[src/rtl/paced_fifo_pkg.sv]
// Shared constants and helpers for the paced FIFO and its pace divider.
package paced_fifo_pkg;

    // Values for the OVERWRITE parameter: what happens to a write into a full buffer.
    localparam int FULL_DROP_NEW      = 0;
    localparam int FULL_OVERWRITE_OLD = 1;

    // Ceiling log2, usable in constant expressions.
    function automatic int clog2(input int n);
        int r;
        r = 0;
        for (int i = 0; i < 32; i++) begin
            if ((1 << r) < n) begin
                r = r + 1;
            end
        end
        return r;
    endfunction

    // The occupancy count needs one extra bit so that DEPTH itself is representable.
    function automatic int level_w(input int depth);
        return clog2(depth) + 1;
    endfunction

endpackage

[src/rtl/pace_divider.sv]
// Free-running divider producing a one-cycle tick every DIV clocks.
module pace_divider
    import paced_fifo_pkg::*;
#(
    parameter int DIV = 4
) (
    input  logic clk,
    input  logic rst,
    output logic tick
);

    localparam int CW = (clog2(DIV) < 1) ? 1 : clog2(DIV);
    localparam logic [CW-1:0] LAST = CW'(DIV - 1);

    logic [CW-1:0] r_cnt;
    logic          w_wrap;

    assign w_wrap = (r_cnt == LAST);
    assign tick   = w_wrap;

    // Count 0..DIV-1 and wrap; runs regardless of buffer state.
    always_ff @(posedge clk) begin
        if (!rst) begin
            r_cnt <= '0;
        end else if (w_wrap) begin
            r_cnt <= '0;
        end else begin
            r_cnt <= r_cnt + 1'b1;
        end
    end

endmodule

[src/rtl/paced_fifo.sv]
// Single-clock FIFO drained at a fixed pace, with drop-new or overwrite-old full policy.
module paced_fifo
    import paced_fifo_pkg::*;
#(
    parameter int WIDTH     = 16,
    parameter int DEPTH     = 8,
    parameter int DIV       = 4,
    parameter int AF_THRESH = 6,
    parameter int OVERWRITE = FULL_DROP_NEW
) (
    input  logic                        clk,
    input  logic                        rst,
    input  logic                        data_in_en,
    input  logic [WIDTH-1:0]            data_in,
    input  logic                        clear_overflow,
    output logic                        data_out_valid,
    output logic [WIDTH-1:0]            data_out,
    output logic                        buffer_empty,
    output logic                        buffer_full,
    output logic                        almost_full,
    output logic [level_w(DEPTH)-1:0]   level,
    output logic                        overflow
);

    localparam int AW = clog2(DEPTH);
    localparam int LW = AW + 1;

    logic [WIDTH-1:0] r_mem [DEPTH];
    logic [AW:0]      r_wr;
    logic [AW:0]      r_rd;
    logic [LW-1:0]    r_level;
    logic             r_valid;
    logic [WIDTH-1:0] r_dout;
    logic             r_ovf;

    logic             w_tick;
    logic             w_full;
    logic             w_pop;
    logic             w_ovw;
    logic             w_drop;
    logic             w_wr_en;
    logic             w_rd_adv;
    logic [AW:0]      w_wr_nxt;
    logic [AW:0]      w_rd_nxt;

    pace_divider #(.DIV(DIV)) u_pace (
        .clk  (clk),
        .rst  (rst),
        .tick (w_tick)
    );

    // A tick on an empty buffer is simply lost; a same-edge write cannot be popped yet.
    assign w_full   = (r_level == LW'(DEPTH));
    assign w_pop    = w_tick && (r_level != '0);
    assign w_ovw    = data_in_en && w_full && !w_pop && (OVERWRITE == FULL_OVERWRITE_OLD);
    assign w_drop   = data_in_en && w_full && !w_pop && (OVERWRITE == FULL_DROP_NEW);
    assign w_wr_en  = data_in_en && !w_drop;
    assign w_rd_adv = w_pop || w_ovw;
    assign w_wr_nxt = r_wr + {{AW{1'b0}}, w_wr_en};
    assign w_rd_nxt = r_rd + {{AW{1'b0}}, w_rd_adv};

    // Storage is never cleared; pointers alone define what is valid.
    always_ff @(posedge clk) begin
        if (rst && w_wr_en) begin
            r_mem[r_wr[AW-1:0]] <= data_in;
        end
    end

    // Pointers and level; an overwrite advances both pointers so the level is unchanged.
    always_ff @(posedge clk) begin
        if (!rst) begin
            r_wr    <= '0;
            r_rd    <= '0;
            r_level <= '0;
        end else begin
            r_wr    <= w_wr_nxt;
            r_rd    <= w_rd_nxt;
            r_level <= w_wr_nxt - w_rd_nxt;
        end
    end

    // Output word register with a one-cycle valid pulse per pop.
    always_ff @(posedge clk) begin
        if (!rst) begin
            r_valid <= 1'b0;
            r_dout  <= '0;
        end else begin
            r_valid <= w_pop;
            if (w_pop) begin
                r_dout <= r_mem[r_rd[AW-1:0]];
            end
        end
    end

    // Sticky overflow; a new loss on the clearing edge keeps it set.
    always_ff @(posedge clk) begin
        if (!rst) begin
            r_ovf <= 1'b0;
        end else if (w_drop || w_ovw) begin
            r_ovf <= 1'b1;
        end else if (clear_overflow) begin
            r_ovf <= 1'b0;
        end
    end

    assign data_out_valid = r_valid;
    assign data_out       = r_dout;
    assign level          = r_level;
    assign buffer_empty   = (r_level == '0);
    assign buffer_full    = w_full;
    assign almost_full    = (r_level >= LW'(AF_THRESH));
    assign overflow       = r_ovf;

endmodule
[config.mk]
export PLATFORM = sky130hd
export DESIGN_NAME = paced_fifo
export DESIGN_NICKNAME = d
export VERILOG_FILES = /design/src/rtl/paced_fifo_pkg.sv /design/src/rtl/pace_divider.sv /design/src/rtl/paced_fifo.sv
export SDC_FILE = /design/constraint.sdc
export NUM_CORES = 1
export LEC_CHECK = 0
export ABC_AREA = 0
export BUFFER_PORTS_ARGS = -buffer_cell sky130_fd_sc_hd__buf_2
export CAP_MARGIN = 20
export CORE_MARGIN = 8
export CORE_UTILIZATION = 30
export DETAILED_ROUTE_END_ITERATION = 8
export PLACE_DENSITY = 0.49
export SYNTH_ARGS = -nofsm -noshare
export SYNTH_HDL_FRONTEND = slang
export SYNTH_SLANG_ARGS = --single-unit
[constraint.sdc]
create_clock -name clk -period 3.3 [get_ports clk]
set_clock_uncertainty 0.15 [all_clocks]
set_input_delay 0.33 -clock clk [delete_from_list [all_inputs] [get_ports clk]]
set_output_delay 0.33 -clock clk [all_outputs]
set_load 0.01 [all_outputs]
==> metrics.cfg <==
[worst_setup_path]
crit_family=adder cells
critPathRequiredTime_ns=3.46
r2r_slack_ns=0.46
rr_startpoint=level[2]
arrival_ns=3.00
path_buf_inv=1
slowest_stage=dfxtp_1
critPathMaxFanout=4
cp_common_cell=ha_1
reg2regPathDepth=11
crit_chain=nor3_1 -> nand2_1 -> o21ai_1 -> inv_1 -> ha_1 -> ha_1 -> ha_1 -> a21o_1 -> a21oi_1 -> xnor2_1 -> mux2_2
crit_path_end_kind=register
critPathLaunchType=register
worstReg2RegEnd=level[3]
path_class=reg2reg
crit_path_max_incr_delay_ns=0.34

[timing]
slew_headroom=0.553
worstMarginPinSlew_ns=0.671
setup_viol=0
max_clock_freq_ghz=0.353
period_needed_ns=2.84
finalHoldViolations=0
tns_ns=0
post-route-period-util=0.859
drv_slew=0
setup_ws_ns=0.465
rsz0062_at_grt=false

[run_status]
outcome=completed

[placed_design]
place.gp.congestion=0.700
dp.cells=648
io_buffers=44
place_ws_ns=0.443
dp.final_hpwl_mm=7.31

[routing]
avgViaCountPerCell=4.58
drt-total-wl_mm=12.8
ant_nets=0
dr.pass1.iters=4
drt-wirelength-per-cell_um=18.8
drtIter0Drc=187
drc=0
num_vias=3112

[synthesis]
yosysUniqueCellTypes=34
synth_fp_nets=367
async_flop_share=0
syn_avg_cell_area_um2=18.3
yosys_warnings=0
synthTopCellsByArea=edfxtp_1 (62%), dfxtp_1 (10%), mux4_2 (8.0%)
synth.most_common_cell=edfxtp_1
synth_area_um2=6200
synth_edf_count=128
netlist_instances=338
synthTopCellsByCount=edfxtp_1 (128), dfxtp_1 (32), mux4_2 (22)
ys_seq_area_frac=0.724
synth_ff_type=edfxtp_1
yosys.area.top_type_share=0.620
synth_top_area_cell=edfxtp_1
synth_seq_cells=160

[power_and_ir_drop]
switchingPower_w=0.000945
pwr-share-clk=0.467
ir_drop_uv=367
power_frac_comb=0.058
pwr-share-seq=0.475
p_int_w=0.00382
power_density_nw_per_um2=641
p_leak_nw=2.54
switching_share=0.198

[clock_tree]
cts_tree=done
cts_sinks=160
cts_resized=0
htreeDepth=4
clk_latency_ns=0.42
postCtsSetupBuffers=0
postCtsHoldBufs=0
path_clk_slew_ns=0.07
numCtsBuffers=17
cts_buffer_depth=2
cts-root-buf=clkbuf_16

[grt]
grt_pass1_wl_mm=20.2
track_usage=0.106
antenna_found_initial=0
grt_max_degree=35
grt_pass1_vias=3392
grt-ovfl-total=0

[layout]
nNetsFinal=426
drive_gt1_frac=0.298
antenna_cells=0
fin_util=0.367
fin_cells=680
area_growth_pct=19.8

[hold_path]
min-delay-start=data_in[5]
whs_path_depth=1
hp-class=in2reg
holdPathEnd=r_mem[2][5]

[floorplanning]
core-area_um2=20200
die_h_um=160
start_util=0.306
die_w_um=160
die_area_um2=25500
ios=45
row_count=52

[run]
cap_violations=0

[how the worst max path moves through the flow]
stage               slack (ns)           to  cells after the start  startpoint
global placement          0.47     level[3]                     11    level[2]
floorplan                 0.31  r_mem[0][0]                      4    level[2]
global route              0.26     level[3]                     11    level[2]
detailed placement        0.44     level[3]                     11    level[2]
finish                    0.46     level[3]                     11    level[2]
CTS                       0.42     level[3]                     11    level[2]
[cells by family after synthesis]
group           count (synthesis)  synth area share
xor+xnor                        6           0.00848
compound gates                 37            0.0339
buf+inv                        24            0.0291
flops                         160             0.724
fa+ha+maj                       9            0.0194
mux                            33             0.124
simple gates                   69            0.0614
[per-layer routing]
layer	track usage	vias up	routed length (um)
met5	0	-	0
met4	0.0515	0	238
met3	0.0272	15	403
met2	0.181	53	6550
met1	0.123	1597	5570
li1	-	1447	-
[power groups by stage]
stage	registers (W)	clock network, W	logic [W]
detailed placement	0.00231	0	0.000284
global placement	0.00230	0	0.000281
CTS	0.00226	0.00227	0.000286
finish	0.00226	0.00222	0.000276
global route	0.00227	0.00237	0.000309
floorplan	0.00231	0	0.000164
[metrics by stage]
step | total power (W) | hold WS (ns) | cell area (um^2)
6_report | 0.00476 | 0.0314 | 7430
3_5_place_dp | 0.00259 | 0.267 | 6750
4_1_cts | 0.00483 | 0.0124 | 7430
5_1_grt | 0.00494 | 0.0265 | 7430
3_3_place_gp | 0.00259 | 0.261 | 6750
2_1_floorplan | 0.00248 | 0.253 | 6200
[worst register-to-register path: stages, from the launching register on]
cell and delay (ns):
dfxtp_1 0.34, nor3_1 0.20, nand2_1 0.11, o21ai_1 0.20, inv_1 0.07, ha_1 0.20
ha_1 0.33, ha_1 0.31, a21o_1 0.17, a21oi_1 0.17, xnor2_1 0.15, mux2_2 0.34
[registers in the layout (all words and copies together) (netlist names)]
register	flops
data_out_valid	1
u_pace.r_cnt	2
r_wr	4
overflow	1
r_rd	4
r_mem	128
data_out	16
level	4
[placed cells by master (no fill, tap or decap)]
cell type and instances:
nor4_2 3, bufinv_16 6, nor3b_1 1, nor3_2 6
clkbuf_16 17, dfxtp_2 1, nand3_1 2, xnor2_1 2
mux2_2 1, edfxtp_1 128, xor2_1 4, nand2b_1 19
a21oi_1 2, and3b_1 1, clkinv_2 1, nor2_1 1
a21o_1 2, nor3_1 1, o21ai_0 14, nand2_1 19
a31oi_1 16, fa_1 1, buf_2 44, and2_1 9
dfxtp_1 31, nor2b_1 6, nor2b_2 1, mux4_1 10
o21ai_1 3, clkbuf_1 3, clkbuf_8 2, clkinvlp_4 2
clkinv_4 1, inv_1 5, ha_1 8, buf_4 15
mux4_2 22
[area by class of cell]
type	count	area, um^2
Timing Repair Buffer	59	333
Clock inverter	10	209
Inverter	5	18.8
Sequential cell	160	4490
Fill cell	1876	12800
Clock buffer	22	464
Tap cell	270	338
Multi-Input combinational cell	154	1580
No activity file was read; power rests on OpenSTA's default activity.
